### config.mk
export PLATFORM = sky130hd
export DESIGN_NAME = l1_request_arbiter_rr_flat
export DESIGN_NICKNAME = d
export VERILOG_FILES = /design/src/rtl/l1_request_arbiter_rr_if.sv /design/src/rtl/l1_request_arbiter_rr.sv /design/src/flat_wrapper.sv
export SDC_FILE = /design/constraint.sdc
export NUM_CORES = 1
export LEC_CHECK = 0
export ABC_AREA = 1
export BUFFER_PORTS_ARGS = -buffer_cell sky130_fd_sc_hd__clkbuf_2
export CAP_MARGIN = 20
export CORE_AREA = 2 2 190 192
export DETAILED_ROUTE_END_ITERATION = 7
export DIE_AREA = 0 0 192 194
export GPL_ROUTABILITY_DRIVEN = 0
export MAX_ROUTING_LAYER = met4
export PLACE_DENSITY = 0.44
export SLEW_MARGIN = 20
export SYNTH_ARGS = -nofsm -noshare
export SYNTH_HDL_FRONTEND = slang
export SYNTH_SLANG_ARGS = --single-unit
### constraint.sdc
create_clock -name clk -period 8.85 [get_ports clk]
set_input_delay 0.885 -clock clk [delete_from_list [all_inputs] [get_ports clk]]
set_output_delay 0.885 -clock clk [all_outputs]
set_load 0.02 [all_outputs]
### src/rtl/l1_request_arbiter_rr_if.sv
// Bundle of upstream L1 request channels, the memory-side slot and the return path.
// No logic of its own; widths follow the parameters.
// The slave modport is the arbiter side; the master modport is the requester/memory side.
interface l1_request_arbiter_rr_if #(
    parameter int NUM_PORTS  = 4,
    parameter int ADDR_WIDTH = 32,
    parameter int DATA_WIDTH = 32
);
    localparam int PORT_W = (NUM_PORTS > 1) ? $clog2(NUM_PORTS) : 1;
    localparam int BE_W   = DATA_WIDTH / 8;

    // Upstream request channels, port p in slice p
    logic [NUM_PORTS-1:0]            req_request;
    logic [NUM_PORTS-1:0]            req_ack;
    logic [NUM_PORTS*ADDR_WIDTH-1:0] req_addr;
    logic [NUM_PORTS*DATA_WIDTH-1:0] req_data;
    logic [NUM_PORTS-1:0]            req_rnw;
    logic [NUM_PORTS*BE_W-1:0]       req_be;
    logic [NUM_PORTS*5-1:0]          req_size;
    logic [NUM_PORTS-1:0]            req_is_amo;
    logic [NUM_PORTS*5-1:0]          req_amo;

    // Memory-side request slot
    logic                  mem_request;
    logic                  mem_ack;
    logic [ADDR_WIDTH-1:0] mem_addr;
    logic [DATA_WIDTH-1:0] mem_data;
    logic                  mem_rnw;
    logic [BE_W-1:0]       mem_be;
    logic [4:0]            mem_size;
    logic                  mem_is_amo;
    logic [4:0]            mem_amo;
    logic [PORT_W-1:0]     mem_port_id;

    // Return path
    logic [DATA_WIDTH-1:0] mem_rdata;
    logic                  mem_rdata_valid;
    logic [DATA_WIDTH-1:0] ret_data;
    logic [NUM_PORTS-1:0]  ret_data_valid;
    logic                  protocol_error;

    modport slave (
        input  req_request, req_addr, req_data, req_rnw, req_be, req_size, req_is_amo, req_amo,
        output req_ack,
        output mem_request, mem_addr, mem_data, mem_rnw, mem_be, mem_size, mem_is_amo, mem_amo,
        output mem_port_id,
        input  mem_ack, mem_rdata, mem_rdata_valid,
        output ret_data, ret_data_valid, protocol_error
    );

    modport master (
        output req_request, req_addr, req_data, req_rnw, req_be, req_size, req_is_amo, req_amo,
        input  req_ack,
        input  mem_request, mem_addr, mem_data, mem_rnw, mem_be, mem_size, mem_is_amo, mem_amo,
        input  mem_port_id,
        output mem_ack, mem_rdata, mem_rdata_valid,
        input  ret_data, ret_data_valid, protocol_error
    );
endinterface

### src/rtl/l1_request_arbiter_rr.sv
// Round-robin merge of NUM_PORTS L1 request channels onto one registered memory slot, with in-order read return routing.
// Latency: request to mem_request 1 cycle when the slot is free; return beats routed combinationally (0 cycles).
// Backpressure: slot holds until mem_ack (mem_ack frees it same cycle); reads stall while the tracking FIFO is full.
module l1_request_arbiter_rr #(
    parameter int NUM_PORTS       = 4,
    parameter int ADDR_WIDTH      = 32,
    parameter int DATA_WIDTH      = 32,
    parameter int MAX_OUTSTANDING = 4
) (
    input  logic clk,
    input  logic rst,
    l1_request_arbiter_rr_if.slave bus
);
    localparam int PORT_W = (NUM_PORTS > 1) ? $clog2(NUM_PORTS) : 1;
    localparam int BE_W   = DATA_WIDTH / 8;
    localparam int AW     = $clog2(MAX_OUTSTANDING);
    localparam int CW     = AW + 1;

    // Arbitration and slot state
    logic [PORT_W-1:0]     r_ptr;
    logic                  r_mem_request;
    logic [ADDR_WIDTH-1:0] r_addr;
    logic [DATA_WIDTH-1:0] r_data;
    logic                  r_rnw;
    logic [BE_W-1:0]       r_be;
    logic [4:0]            r_size;
    logic                  r_is_amo;
    logic [4:0]            r_amo;
    logic [PORT_W-1:0]     r_port_id;

    // Read tracking FIFO: source port and expected beat count per outstanding read
    logic [PORT_W-1:0]     r_trk_port  [MAX_OUTSTANDING];
    logic [5:0]            r_trk_beats [MAX_OUTSTANDING];
    logic [AW-1:0]         r_wr_ptr;
    logic [AW-1:0]         r_rd_ptr;
    logic [CW-1:0]         r_count;
    logic [5:0]            r_beat_cnt;
    logic                  r_protocol_error;

    logic                  w_slot_free;
    logic                  w_full;
    logic                  w_empty;
    logic [NUM_PORTS-1:0]  w_eligible;
    logic                  w_found;
    logic [PORT_W-1:0]     w_grant_idx;
    logic [PORT_W:0]       w_scan;
    logic                  w_grant;
    logic [PORT_W-1:0]     w_ptr_next;
    logic [NUM_PORTS-1:0]  w_req_ack;
    logic [ADDR_WIDTH-1:0] w_g_addr;
    logic [DATA_WIDTH-1:0] w_g_data;
    logic                  w_g_rnw;
    logic [BE_W-1:0]       w_g_be;
    logic [4:0]            w_g_size;
    logic                  w_g_is_amo;
    logic [4:0]            w_g_amo;
    logic                  w_push;
    logic [5:0]            w_push_beats;
    logic [PORT_W-1:0]     w_head_port;
    logic [5:0]            w_head_beats;
    logic                  w_ret_vld;
    logic                  w_pop;
    logic [NUM_PORTS-1:0]  w_ret_data_valid;

    // Slot can take a new request when empty or being drained this cycle
    assign w_slot_free = ~r_mem_request | bus.mem_ack;
    // Full/empty use the registered count only, so a same-cycle pop never admits a read
    assign w_full      = (r_count == CW'(MAX_OUTSTANDING));
    assign w_empty     = (r_count == '0);

    // Writes are always eligible; reads (including AMOs) need tracking space
    always_comb begin
        w_eligible = '0;
        for (int p = 0; p < NUM_PORTS; p++) begin
            w_eligible[p] = bus.req_request[p] &
                            (~(bus.req_rnw[p] | bus.req_is_amo[p]) | ~w_full);
        end
    end

    // First eligible port starting at the priority pointer, wrapping modulo NUM_PORTS
    always_comb begin
        w_found     = 1'b0;
        w_grant_idx = '0;
        w_scan      = '0;
        for (int i = 0; i < NUM_PORTS; i++) begin
            w_scan = {1'b0, r_ptr} + (PORT_W+1)'(i);
            if (w_scan >= (PORT_W+1)'(NUM_PORTS)) begin
                w_scan = w_scan - (PORT_W+1)'(NUM_PORTS);
            end
            if (!w_found && w_eligible[w_scan[PORT_W-1:0]]) begin
                w_found     = 1'b1;
                w_grant_idx = w_scan[PORT_W-1:0];
            end
        end
    end

    assign w_grant    = w_slot_free & w_found & ~rst;
    assign w_ptr_next = (w_grant_idx == PORT_W'(NUM_PORTS - 1)) ? '0 : (w_grant_idx + PORT_W'(1));

    // Select the winner's request fields and raise its one-cycle ack
    always_comb begin
        w_g_addr   = '0;
        w_g_data   = '0;
        w_g_rnw    = 1'b0;
        w_g_be     = '0;
        w_g_size   = '0;
        w_g_is_amo = 1'b0;
        w_g_amo    = '0;
        w_req_ack  = '0;
        for (int p = 0; p < NUM_PORTS; p++) begin
            if (w_grant_idx == PORT_W'(p)) begin
                w_g_addr   = bus.req_addr[p*ADDR_WIDTH +: ADDR_WIDTH];
                w_g_data   = bus.req_data[p*DATA_WIDTH +: DATA_WIDTH];
                w_g_rnw    = bus.req_rnw[p];
                w_g_be     = bus.req_be[p*BE_W +: BE_W];
                w_g_size   = bus.req_size[p*5 +: 5];
                w_g_is_amo = bus.req_is_amo[p];
                w_g_amo    = bus.req_amo[p*5 +: 5];
                w_req_ack[p] = w_grant;
            end
        end
    end

    // An AMO returns a single beat whatever its size field says
    assign w_push       = w_grant & (w_g_rnw | w_g_is_amo);
    assign w_push_beats = w_g_is_amo ? 6'd1 : ({1'b0, w_g_size} + 6'd1);

    assign w_head_port  = r_trk_port[r_rd_ptr];
    assign w_head_beats = r_trk_beats[r_rd_ptr];
    assign w_ret_vld    = bus.mem_rdata_valid & ~w_empty;
    assign w_pop        = w_ret_vld & ((r_beat_cnt + 6'd1) == w_head_beats);

    // Steer each return beat to the port at the head of the tracking FIFO
    always_comb begin
        w_ret_data_valid = '0;
        for (int p = 0; p < NUM_PORTS; p++) begin
            w_ret_data_valid[p] = w_ret_vld & (w_head_port == PORT_W'(p));
        end
    end

    // Control state: slot valid, pointer, FIFO pointers/count, beat counter, sticky error
    always_ff @(posedge clk) begin
        if (rst) begin
            r_mem_request    <= 1'b0;
            r_ptr            <= '0;
            r_wr_ptr         <= '0;
            r_rd_ptr         <= '0;
            r_count          <= '0;
            r_beat_cnt       <= '0;
            r_protocol_error <= 1'b0;
        end else begin
            if (w_slot_free) begin
                r_mem_request <= w_found;
            end
            if (w_grant) begin
                r_ptr <= w_ptr_next;
            end
            if (w_push) begin
                r_wr_ptr <= r_wr_ptr + AW'(1);
            end
            if (w_pop) begin
                r_rd_ptr <= r_rd_ptr + AW'(1);
            end
            case ({w_push, w_pop})
                2'b10:   r_count <= r_count + CW'(1);
                2'b01:   r_count <= r_count - CW'(1);
                default: r_count <= r_count;
            endcase
            if (w_ret_vld) begin
                r_beat_cnt <= w_pop ? 6'd0 : (r_beat_cnt + 6'd1);
            end
            if (bus.mem_rdata_valid && w_empty) begin
                r_protocol_error <= 1'b1;
            end
        end
    end

    // Datapath: slot fields and FIFO entries, meaningful only while their valid state says so
    always_ff @(posedge clk) begin
        if (w_grant) begin
            r_addr    <= w_g_addr;
            r_data    <= w_g_data;
            r_rnw     <= w_g_rnw;
            r_be      <= w_g_be;
            r_size    <= w_g_size;
            r_is_amo  <= w_g_is_amo;
            r_amo     <= w_g_amo;
            r_port_id <= w_grant_idx;
        end
        if (w_push) begin
            r_trk_port[r_wr_ptr]  <= w_grant_idx;
            r_trk_beats[r_wr_ptr] <= w_push_beats;
        end
    end

    assign bus.req_ack        = w_req_ack;
    assign bus.mem_request    = r_mem_request;
    assign bus.mem_addr       = r_addr;
    assign bus.mem_data       = r_data;
    assign bus.mem_rnw        = r_rnw;
    assign bus.mem_be         = r_be;
    assign bus.mem_size       = r_size;
    assign bus.mem_is_amo     = r_is_amo;
    assign bus.mem_amo        = r_amo;
    assign bus.mem_port_id    = r_port_id;
    assign bus.ret_data       = bus.mem_rdata;
    assign bus.ret_data_valid = w_ret_data_valid;
    assign bus.protocol_error = r_protocol_error;
endmodule

### src/flat_wrapper.sv
// flat-port wrapper written by rule: the top's interface ports become plain ports
module l1_request_arbiter_rr_flat 
#(
    parameter int NUM_PORTS       = 4,
    parameter int ADDR_WIDTH      = 32,
    parameter int DATA_WIDTH      = 32,
    parameter int MAX_OUTSTANDING = 4
)
  (clk, rst, bus_req_request, bus_req_addr, bus_req_data, bus_req_rnw, bus_req_be, bus_req_size, bus_req_is_amo, bus_req_amo, bus_req_ack, bus_mem_request, bus_mem_addr, bus_mem_data, bus_mem_rnw, bus_mem_be, bus_mem_size, bus_mem_is_amo, bus_mem_amo, bus_mem_port_id, bus_mem_ack, bus_mem_rdata, bus_mem_rdata_valid, bus_ret_data, bus_ret_data_valid, bus_protocol_error);
  l1_request_arbiter_rr_if #(.NUM_PORTS(NUM_PORTS), .ADDR_WIDTH(ADDR_WIDTH), .DATA_WIDTH(DATA_WIDTH)) bus_i ();
  input  logic clk;
  input  logic rst;
  input wire logic [$bits(bus_i.req_request)-1:0] bus_req_request;
  input wire logic [$bits(bus_i.req_addr)-1:0] bus_req_addr;
  input wire logic [$bits(bus_i.req_data)-1:0] bus_req_data;
  input wire logic [$bits(bus_i.req_rnw)-1:0] bus_req_rnw;
  input wire logic [$bits(bus_i.req_be)-1:0] bus_req_be;
  input wire logic [$bits(bus_i.req_size)-1:0] bus_req_size;
  input wire logic [$bits(bus_i.req_is_amo)-1:0] bus_req_is_amo;
  input wire logic [$bits(bus_i.req_amo)-1:0] bus_req_amo;
  output wire logic [$bits(bus_i.req_ack)-1:0] bus_req_ack;
  output wire logic [$bits(bus_i.mem_request)-1:0] bus_mem_request;
  output wire logic [$bits(bus_i.mem_addr)-1:0] bus_mem_addr;
  output wire logic [$bits(bus_i.mem_data)-1:0] bus_mem_data;
  output wire logic [$bits(bus_i.mem_rnw)-1:0] bus_mem_rnw;
  output wire logic [$bits(bus_i.mem_be)-1:0] bus_mem_be;
  output wire logic [$bits(bus_i.mem_size)-1:0] bus_mem_size;
  output wire logic [$bits(bus_i.mem_is_amo)-1:0] bus_mem_is_amo;
  output wire logic [$bits(bus_i.mem_amo)-1:0] bus_mem_amo;
  output wire logic [$bits(bus_i.mem_port_id)-1:0] bus_mem_port_id;
  input wire logic [$bits(bus_i.mem_ack)-1:0] bus_mem_ack;
  input wire logic [$bits(bus_i.mem_rdata)-1:0] bus_mem_rdata;
  input wire logic [$bits(bus_i.mem_rdata_valid)-1:0] bus_mem_rdata_valid;
  output wire logic [$bits(bus_i.ret_data)-1:0] bus_ret_data;
  output wire logic [$bits(bus_i.ret_data_valid)-1:0] bus_ret_data_valid;
  output wire logic [$bits(bus_i.protocol_error)-1:0] bus_protocol_error;
  assign bus_i.req_request = bus_req_request;
  assign bus_i.req_addr = bus_req_addr;
  assign bus_i.req_data = bus_req_data;
  assign bus_i.req_rnw = bus_req_rnw;
  assign bus_i.req_be = bus_req_be;
  assign bus_i.req_size = bus_req_size;
  assign bus_i.req_is_amo = bus_req_is_amo;
  assign bus_i.req_amo = bus_req_amo;
  assign bus_req_ack = bus_i.req_ack;
  assign bus_mem_request = bus_i.mem_request;
  assign bus_mem_addr = bus_i.mem_addr;
  assign bus_mem_data = bus_i.mem_data;
  assign bus_mem_rnw = bus_i.mem_rnw;
  assign bus_mem_be = bus_i.mem_be;
  assign bus_mem_size = bus_i.mem_size;
  assign bus_mem_is_amo = bus_i.mem_is_amo;
  assign bus_mem_amo = bus_i.mem_amo;
  assign bus_mem_port_id = bus_i.mem_port_id;
  assign bus_i.mem_ack = bus_mem_ack;
  assign bus_i.mem_rdata = bus_mem_rdata;
  assign bus_i.mem_rdata_valid = bus_mem_rdata_valid;
  assign bus_ret_data = bus_i.ret_data;
  assign bus_ret_data_valid = bus_i.ret_data_valid;
  assign bus_protocol_error = bus_i.protocol_error;
  l1_request_arbiter_rr #(.NUM_PORTS(NUM_PORTS), .ADDR_WIDTH(ADDR_WIDTH), .DATA_WIDTH(DATA_WIDTH), .MAX_OUTSTANDING(MAX_OUTSTANDING)) u_core (.clk(clk), .rst(rst), .bus(bus_i));
endmodule
==> out/results.ini, run 1 <==
[global_route]
grt_pass1_vias = 7828
grt_pass1_wl_um = 50000
grt_start_max_net_pins = 81
grt.overflow.total = 0
antenna_found_initial = 1
grt.total_usage = 0.191

[clocking]
cts_max_path_buffers = 2
cts-resized-gates = 0
cts_buffers = 17
clock_sinks = 133
postCtsHoldBufs = 0
postCtsSetupBuffers = 0
htree_levels = 4
clockRootBuffer = clkbuf_16

[status]
stop_error = [ERROR DRT-0255] Maze Route cannot find path of net clk in worker of routeBox ( 144900 0 ) ( 192000 48300 ).
status = aborted with a tool error
flow.stopped_at = 5_2_route

[yosys]
synth_top_area_share = 0.445
synth_area_leaders = edfxtp_1, a221oi_1, nand2_1
synth_fp_nets = 1205
synth_cells = 833
synthArstFlopShare = 0
syn_area_per_cell_um2 = 9.23
yosys.area.top_type = edfxtp_1
synth_top_flop_cell = edfxtp_1
synth_edf_count = 114
synth.most_common_cell = nand2_1
synthesis.area_mm2 = 0.00769
ys_top_cells_by_count = nand2_1, edfxtp_1, nor2_1
ys_ff_latch = 133
ys_seq_area_frac = 0.495
ys_types = 43
yosys_warnings = 0

[die]
dieWidth_um = 192
initial_utilization = 0.218
row_count = 69
die_h_um = 194
io_pins = 484

[place]
io_buffers = 419
dp_hpwl_um = 27700

-- logic make-up after synthesis --
kind of cell,after synthesis,share of synthesized area
xor+xnor,8,0.0111
buf+inv,144,0.0918
flops,133,0.495
fa+ha+maj,12,0.0205
compound gates,190,0.188
simple gates,346,0.193
-- stage by stage --
step	setup WS, ns	hold WS, ns	cells	utilization	instance area [um^2]
5_1_grt	3.01	0.480	1663	0.299	10500
4_1_cts	3.53	0.454	1662	0.299	10500
3_5_place_dp	3.16	0.444	1630	0.282	9940
3_3_place_gp	3.29	0.442	1630	0.282	9940
2_1_floorplan	4.86	0.445	833	-	7690
-- routing by layer --
| metal | track usage |
|---|---|
| met5 | - |
| met4 | 0.0362 |
| met3 | 0.0746 |
| met2 | 0.316 |
| met1 | 0.219 |
==> inputs of run 2 (changes only) <==
--- a/config.mk
+++ b/config.mk
@@ -8,12 +8,10 @@
 export ABC_AREA = 1
 export BUFFER_PORTS_ARGS = -buffer_cell sky130_fd_sc_hd__clkbuf_2
 export CAP_MARGIN = 20
-export CORE_AREA = 2 2 190 192
+export CORE_UTILIZATION = 20
 export DETAILED_ROUTE_END_ITERATION = 7
-export DIE_AREA = 0 0 192 194
 export GPL_ROUTABILITY_DRIVEN = 0
-export MAX_ROUTING_LAYER = met4
-export PLACE_DENSITY = 0.44
+export PLACE_DENSITY_LB_ADDON = 0.15
 export SLEW_MARGIN = 20
 export SYNTH_ARGS = -nofsm -noshare
 export SYNTH_HDL_FRONTEND = slang
==> out/results.ini, run 2 <==
[yosys]
synth-simple-area-share = 0.193
synth_compound_area_frac = 0.188
syn_area_per_cell_um2 = 9.23
synth_cells = 833
synth_edf_count = 114
synth_area_leaders = edfxtp_1, a221oi_1, nand2_1
synth_adder_area_share = 0.0205
synthesis.area_mm2 = 0.00769
yosys.area.top_type = edfxtp_1
synthXorXnorAreaFrac = 0.0111
synth_fp_nets = 1205
ys_ff_latch = 133
synth_top_family_by_area = simple AND/OR/NAND/NOR gates
synth.area.mux_share = 0
ys_top_cells_by_count = nand2_1, edfxtp_1, nor2_1
synth_top_area_share = 0.445
yosys_warnings = 0
ys_seq_area_frac = 0.495
synthArstFlopShare = 0
ys_types = 43
synth_top_flop_cell = edfxtp_1
synth.most_common_cell = nand2_1

[flow_run]
drv_cap = 0

[clocking]
cts_tree = yes
clock_sinks = 133
postCtsSetupBuffers = 0
clk_latency_ns = 0.43
postCtsHoldBufs = 0
cts-resized-gates = 0
cts_buffers = 17
clockRootBuffer = clkbuf_16
clkSlewWorstSetupHoldPaths_ns = 0.06
htree_levels = 4
cts_max_path_buffers = 2

[global_route]
grt.total_usage = 0.178
grt_pass1_wl_um = 49300
grt_start_max_net_pins = 94
antenna_found_initial = 5
grt_pass1_vias = 7354
grt.overflow.total = 0

[routing]
wl_per_cell_um = 20.6
final_antenna_net_count = 0
remaining_drc_errors = 0
wl_um = 35400
dr.first_iter.drc_count = 435
via_per_inst = 4.44
dr.pass1.iters = 5
vias = 7619

[timing]
setup_viol = 0
timing.slew.headroom = 0.355
tightest_slew_ns = 0.967
rsz0062_at_grt = false
fin_setup_tns_ns = 0
min_period_over_period = 0.561
finalClockSkew_ns = 0.00870
min_period_ns = 4.97
fmax_ghz = 0.201
drv_slew = 0
hold_viol = 0

[worst_setup_path]
startpoint = bus_req_rnw[2]
path_max_fanout = 38
cp-start-kind = input pin
ff2ff_setup_slack_ns = 3.95
worstSetupPathType = in -> reg
reg2reg_depth = 17
r2r_start = u_core.r_ptr[0]$_SDFFE_PP0P_
endpoint = u_core.r_count[2]$_SDFFE_PP0P_
crit_path_end_kind = flop
arrival_ns = 5.28
r2r_end = u_core.r_trk_beats[1][2]$_DFFE_PP_
worst_ep_required_time_ns = 9.16

[layout]
area_growth_pct = 38.8
final_common_cell = clkbuf_2
drive_above_1_share = 0.407
layout_common_cells = clkbuf_2, nand2_1, edfxtp_1
nets = 1560
stdcell_count = 1716
nFillCells = 4112

[die]
row_count = 71
io_pins = 484
die_h_um = 198
core_area_mm2 = 0.0378
dieWidth_um = 198
initial_utilization = 0.204
die-area_mm2 = 0.0392

[place]
dp_hpwl_um = 27700
dp.cells = 1680
io_buffers = 419

[worst_hold_path]
holdPathStages = 2
min-delay-path-class = reg -> reg

[status]
status = finished, final reports clean

[power_and_ir_drop]
power.density_mw_per_mm2 = 549
vdd_drop_max_mv = 0.368
leakagePower_nw = 4.65

==> run 2: cell counts after synthesis <==
No cell type changed its count.
==> run 2: worst max-delay path: stages <==
cell	delay [ns]
clkbuf_2	0.11
inv_1	0.05
nand2_1	0.10
nand3_2	0.09
nand3_2	0.09
nand2_2	0.08
o21ai_4	0.21
nand4_1	0.15
nand4_1	0.11
nand2_1	0.14
inv_2	0.18
ha_4	0.49
clkinv_2	0.61
nand2_1	0.24
nand2_1	0.08
o21ai_2	0.14
nand2_1	0.19
nand3_4	0.16
ha_1	0.15
inv_1	0.07
fa_1	0.43
a21oi_1	0.14
o21ai_0	0.11
o21ai_0	0.18
a21oi_1	0.05
==> run 2: area by class of cell <==
cell class	instances	area, um^2	area share
clock buffer	19	443	0.0415
inverter	55	213	0.0199
antenna	4	10.0	0.000938
tap	511	639	0.0599
multi-input combinational	556	3220	0.301
clock inverter	13	206	0.0193
sequential	133	3800	0.356
timing repair buffer	425	2140	0.201
==> run 2: worst min path at each step <==
stage | start | to | slack, ns
global placement | u_core.bus.protocol_error$_SDFFE_PP0P_ | u_core.bus.protocol_error$_SDFFE_PP0P_ | 0.44
finish | u_core.bus.protocol_error$_SDFFE_PP0P_ | u_core.bus.protocol_error$_SDFFE_PP0P_ | 0.45
floorplan | u_core.r_beat_cnt[4]$_SDFFE_PP0P_ | u_core.r_beat_cnt[4]$_SDFFE_PP0P_ | 0.45
global route | u_core.bus.protocol_error$_SDFFE_PP0P_ | u_core.bus.protocol_error$_SDFFE_PP0P_ | 0.48
detailed placement | u_core.bus.protocol_error$_SDFFE_PP0P_ | u_core.bus.protocol_error$_SDFFE_PP0P_ | 0.45
CTS | u_core.bus.protocol_error$_SDFFE_PP0P_ | u_core.bus.protocol_error$_SDFFE_PP0P_ | 0.46
==> run 2: cell families after synthesis <==
family	Yosys count
adder cells (fa/ha/maj)	12
AO/OA/AOI/OAI	190
buffers and inverters	144
AND/OR/NAND/NOR	346
flip-flops	133
XOR/XNOR	8
==> run 2: where the power goes <==
group          switching (mW)  internal (mW)
Sequential             0.0895           1.32
Combinational            2.51           1.14
Clock                   0.290          0.506
Total                    2.89           2.96
==> run 2: routing by layer <==
layer,global-route usage,share of wire
met3,0.0799,0.096
met2,0.296,0.49
met1,0.206,0.39
met5,0,0.00028
met4,0.0468,0.015
==> run 2: stage by stage <==
step                      total power, mW  instance area, um^2  worst slack [ns]   util  hold slack (ns)
after floorplan                      3.92                 7690              4.86      -            0.445
after global placement               5.12                10000              3.34  0.265            0.441
after detailed placement             5.12                10000              3.29  0.265            0.448
after CTS                            5.94                10700              3.74  0.282            0.457
after global routing                 6.33                10700              3.43  0.282            0.477
final                                5.86                10700              3.88  0.283            0.451
(Power assumes the default switching activity.)
==> inputs of run 3 (changes only) <==
==> constraint.sdc (replaced) <==
create_clock -name clk -period 4.4 [get_ports clk]
set_input_delay 0.44 -clock clk [delete_from_list [all_inputs] [get_ports clk]]
set_output_delay 0.44 -clock clk [all_outputs]
set_load 0.02 [all_outputs]
==> out/results.ini, run 3 (same netlist as run 2, synthesis figures left out) <==
[routing]
dr.pass1.iters = 5
dr.first_iter.drc_count = 371
via_per_inst = 4.40
wl_per_cell_um = 20.5
wl_um = 35400
remaining_drc_errors = 0
final_antenna_net_count = 0
vias = 7591

[clocking]
clkSlewWorstSetupHoldPaths_ns = 0.06
cts_buffers = 17
clockRootBuffer = clkbuf_16
clock_sinks = 133
htree_levels = 4
cts_max_path_buffers = 2
clk_latency_ns = 0.45
cts_tree = yes

[status]
status = finished, final reports clean

[place]
io_buffers = 419
dp_hpwl_um = 28300
dp.cells = 1692

[timing]
timing.slew.headroom = 0.507
min_period_over_period = 0.902
tightest_slew_ns = 0.739
min_period_ns = 3.97
finalClockSkew_ns = 0.0105
hold_viol = 0
drv_slew = 0
setup_viol = 0
fmax_ghz = 0.252

[worst_setup_path]
worstSetupPathType = reg -> reg
r2r_end = u_core.r_count[2]$_SDFFE_PP0P_
ff2ff_setup_slack_ns = 0.43
crit_path_end_kind = flop
r2r_start = u_core.r_count[1]$_SDFFE_PP0P_
max_stage_delay_ns = 0.43
cp_num_buf_inv = 2
critPathTopFamily = simple AND/OR/NAND/NOR gates
path_max_fanout = 7
cp_cell_sequence = nor2_4 > nand3_2 > nand3_2 > nand2_2 > o21ai_4 > nand4_1 > or2_0 > nand2_1 > inv_2 > ha_4 > a21oi_1 > o21ai_0 > a22oi_1 > nand2_1 > nand3_4 > ha_1 > inv_1 > fa_1 > a21oi_1 > o21ai_0 > o21ai_0 > a21oi_1
reg2reg_depth = 22
cp-start-kind = flop
arrival_ns = 4.30
cpMaxStageDelayCell = fa_1
worst_ep_required_time_ns = 4.73

[global_route]
grt.total_usage = 0.180
grt_pass1_wl_um = 49800
grt_start_max_net_pins = 75
grt_pass1_vias = 7453
antenna_found_initial = 4
grt.overflow.total = 0

[layout]
final_common_cell = clkbuf_2
nFillCells = 4080
area_growth_pct = 40.9
drive_above_1_share = 0.415
stdcell_count = 1727
nets = 1573
layout_common_cells = clkbuf_2, nand2_1, edfxtp_1
multi_input_area_mm2 = 0.00322
regArea_mm2 = 0.00380

[power_and_ir_drop]
power_mw = 12.1
leakagePower_nw = 4.76
vdd_drop_max_mv = 0.556
power.density_mw_per_mm2 = 1110

[worst_hold_path]
holdPathEnd = u_core.bus.mem_addr[25]$_DFFE_PP_
holdPathStages = 3
worstHoldStart = bus_req_addr[121]
min-delay-path-class = in -> reg

[flow_run]
drv_cap = 0

[die]
die-area_mm2 = 0.0392
dieWidth_um = 198
die_h_um = 198
io_pins = 484
initial_utilization = 0.204
core_area_mm2 = 0.0378
row_count = 71

## run 3: timing repair
item,in CTS,in global routing
setup buffers,0,1
hold buffers,0,0
gates resized for setup,0,1
setup endpoints to repair,0,1
## run 3: area by class of cell
class,instances,area share
antenna,2,0.000462
clock buffer,17,0.0393
clock inverter,15,0.0254
inverter,55,0.0196
multi-input combinational,556,0.297
sequential,133,0.351
tap,511,0.0590
timing repair buffer,438,0.208
## run 3: power breakdown
part	internal, mW	switching, mW	total [mW]
Combinational	2.39	5.10	7.49
Sequential	2.65	0.183	2.83
Clock	1.12	0.607	1.73
## run 3: worst max path at each step
stage          depth (start not counted)                           start  slack (ns)                             end
2_1_floorplan                         23                  bus_req_rnw[2]        0.86  u_core.r_count[2]$_SDFFE_PP0P_
3_3_place_gp                          24                  bus_req_rnw[2]        0.37  u_core.r_count[2]$_SDFFE_PP0P_
3_5_place_dp                          24                  bus_req_rnw[2]        0.30  u_core.r_count[2]$_SDFFE_PP0P_
4_1_cts                               22  u_core.r_count[0]$_SDFFE_PP0P_        0.39  u_core.r_count[2]$_SDFFE_PP0P_
5_1_grt                               22  u_core.r_count[0]$_SDFFE_PP0P_      -0.002  u_core.r_count[2]$_SDFFE_PP0P_
6_report                              22  u_core.r_count[1]$_SDFFE_PP0P_        0.43  u_core.r_count[2]$_SDFFE_PP0P_
## run 3: worst register-to-register path: stages, from the launching register on
cell	delay [ns]
dfxtp_1	0.34
nor2_4	0.20
nand3_2	0.12
nand3_2	0.09
nand2_2	0.09
o21ai_4	0.23
nand4_1	0.16
or2_0	0.23
nand2_1	0.17
inv_2	0.13
ha_4	0.22
a21oi_1	0.11
o21ai_0	0.13
a22oi_1	0.20
nand2_1	0.16
nand3_4	0.16
ha_1	0.15
inv_1	0.07
fa_1	0.43
a21oi_1	0.15
o21ai_0	0.12
o21ai_0	0.16
a21oi_1	0.05
## run 3: layer usage
metal,GRT usage,up-vias,routed length [um]
met5,0,-,0
met4,0.0454,0,500
met3,0.0804,32,3540
met2,0.305,316,17900
met1,0.204,3517,13500
li1,-,3726,-
## run 3: per-stage QoR
| step | hold WS (ns) | utilization | setup WS (ns) | cell area [um^2] | setup TNS, ns |
|---|---|---|---|---|---|
| final | 0.267 | 0.287 | 0.430 | 10800 | 0 |
| after global routing | 0.249 | 0.287 | -0.00182 | 10800 | -0.00182 |
| after CTS | 0.237 | 0.286 | 0.389 | 10800 | 0 |
| after detailed placement | 0.447 | 0.268 | 0.301 | 10100 | 0 |
| after global placement | 0.441 | 0.268 | 0.369 | 10100 | 0 |
| after floorplan | 0.445 | - | 0.860 | 7690 | 0 |
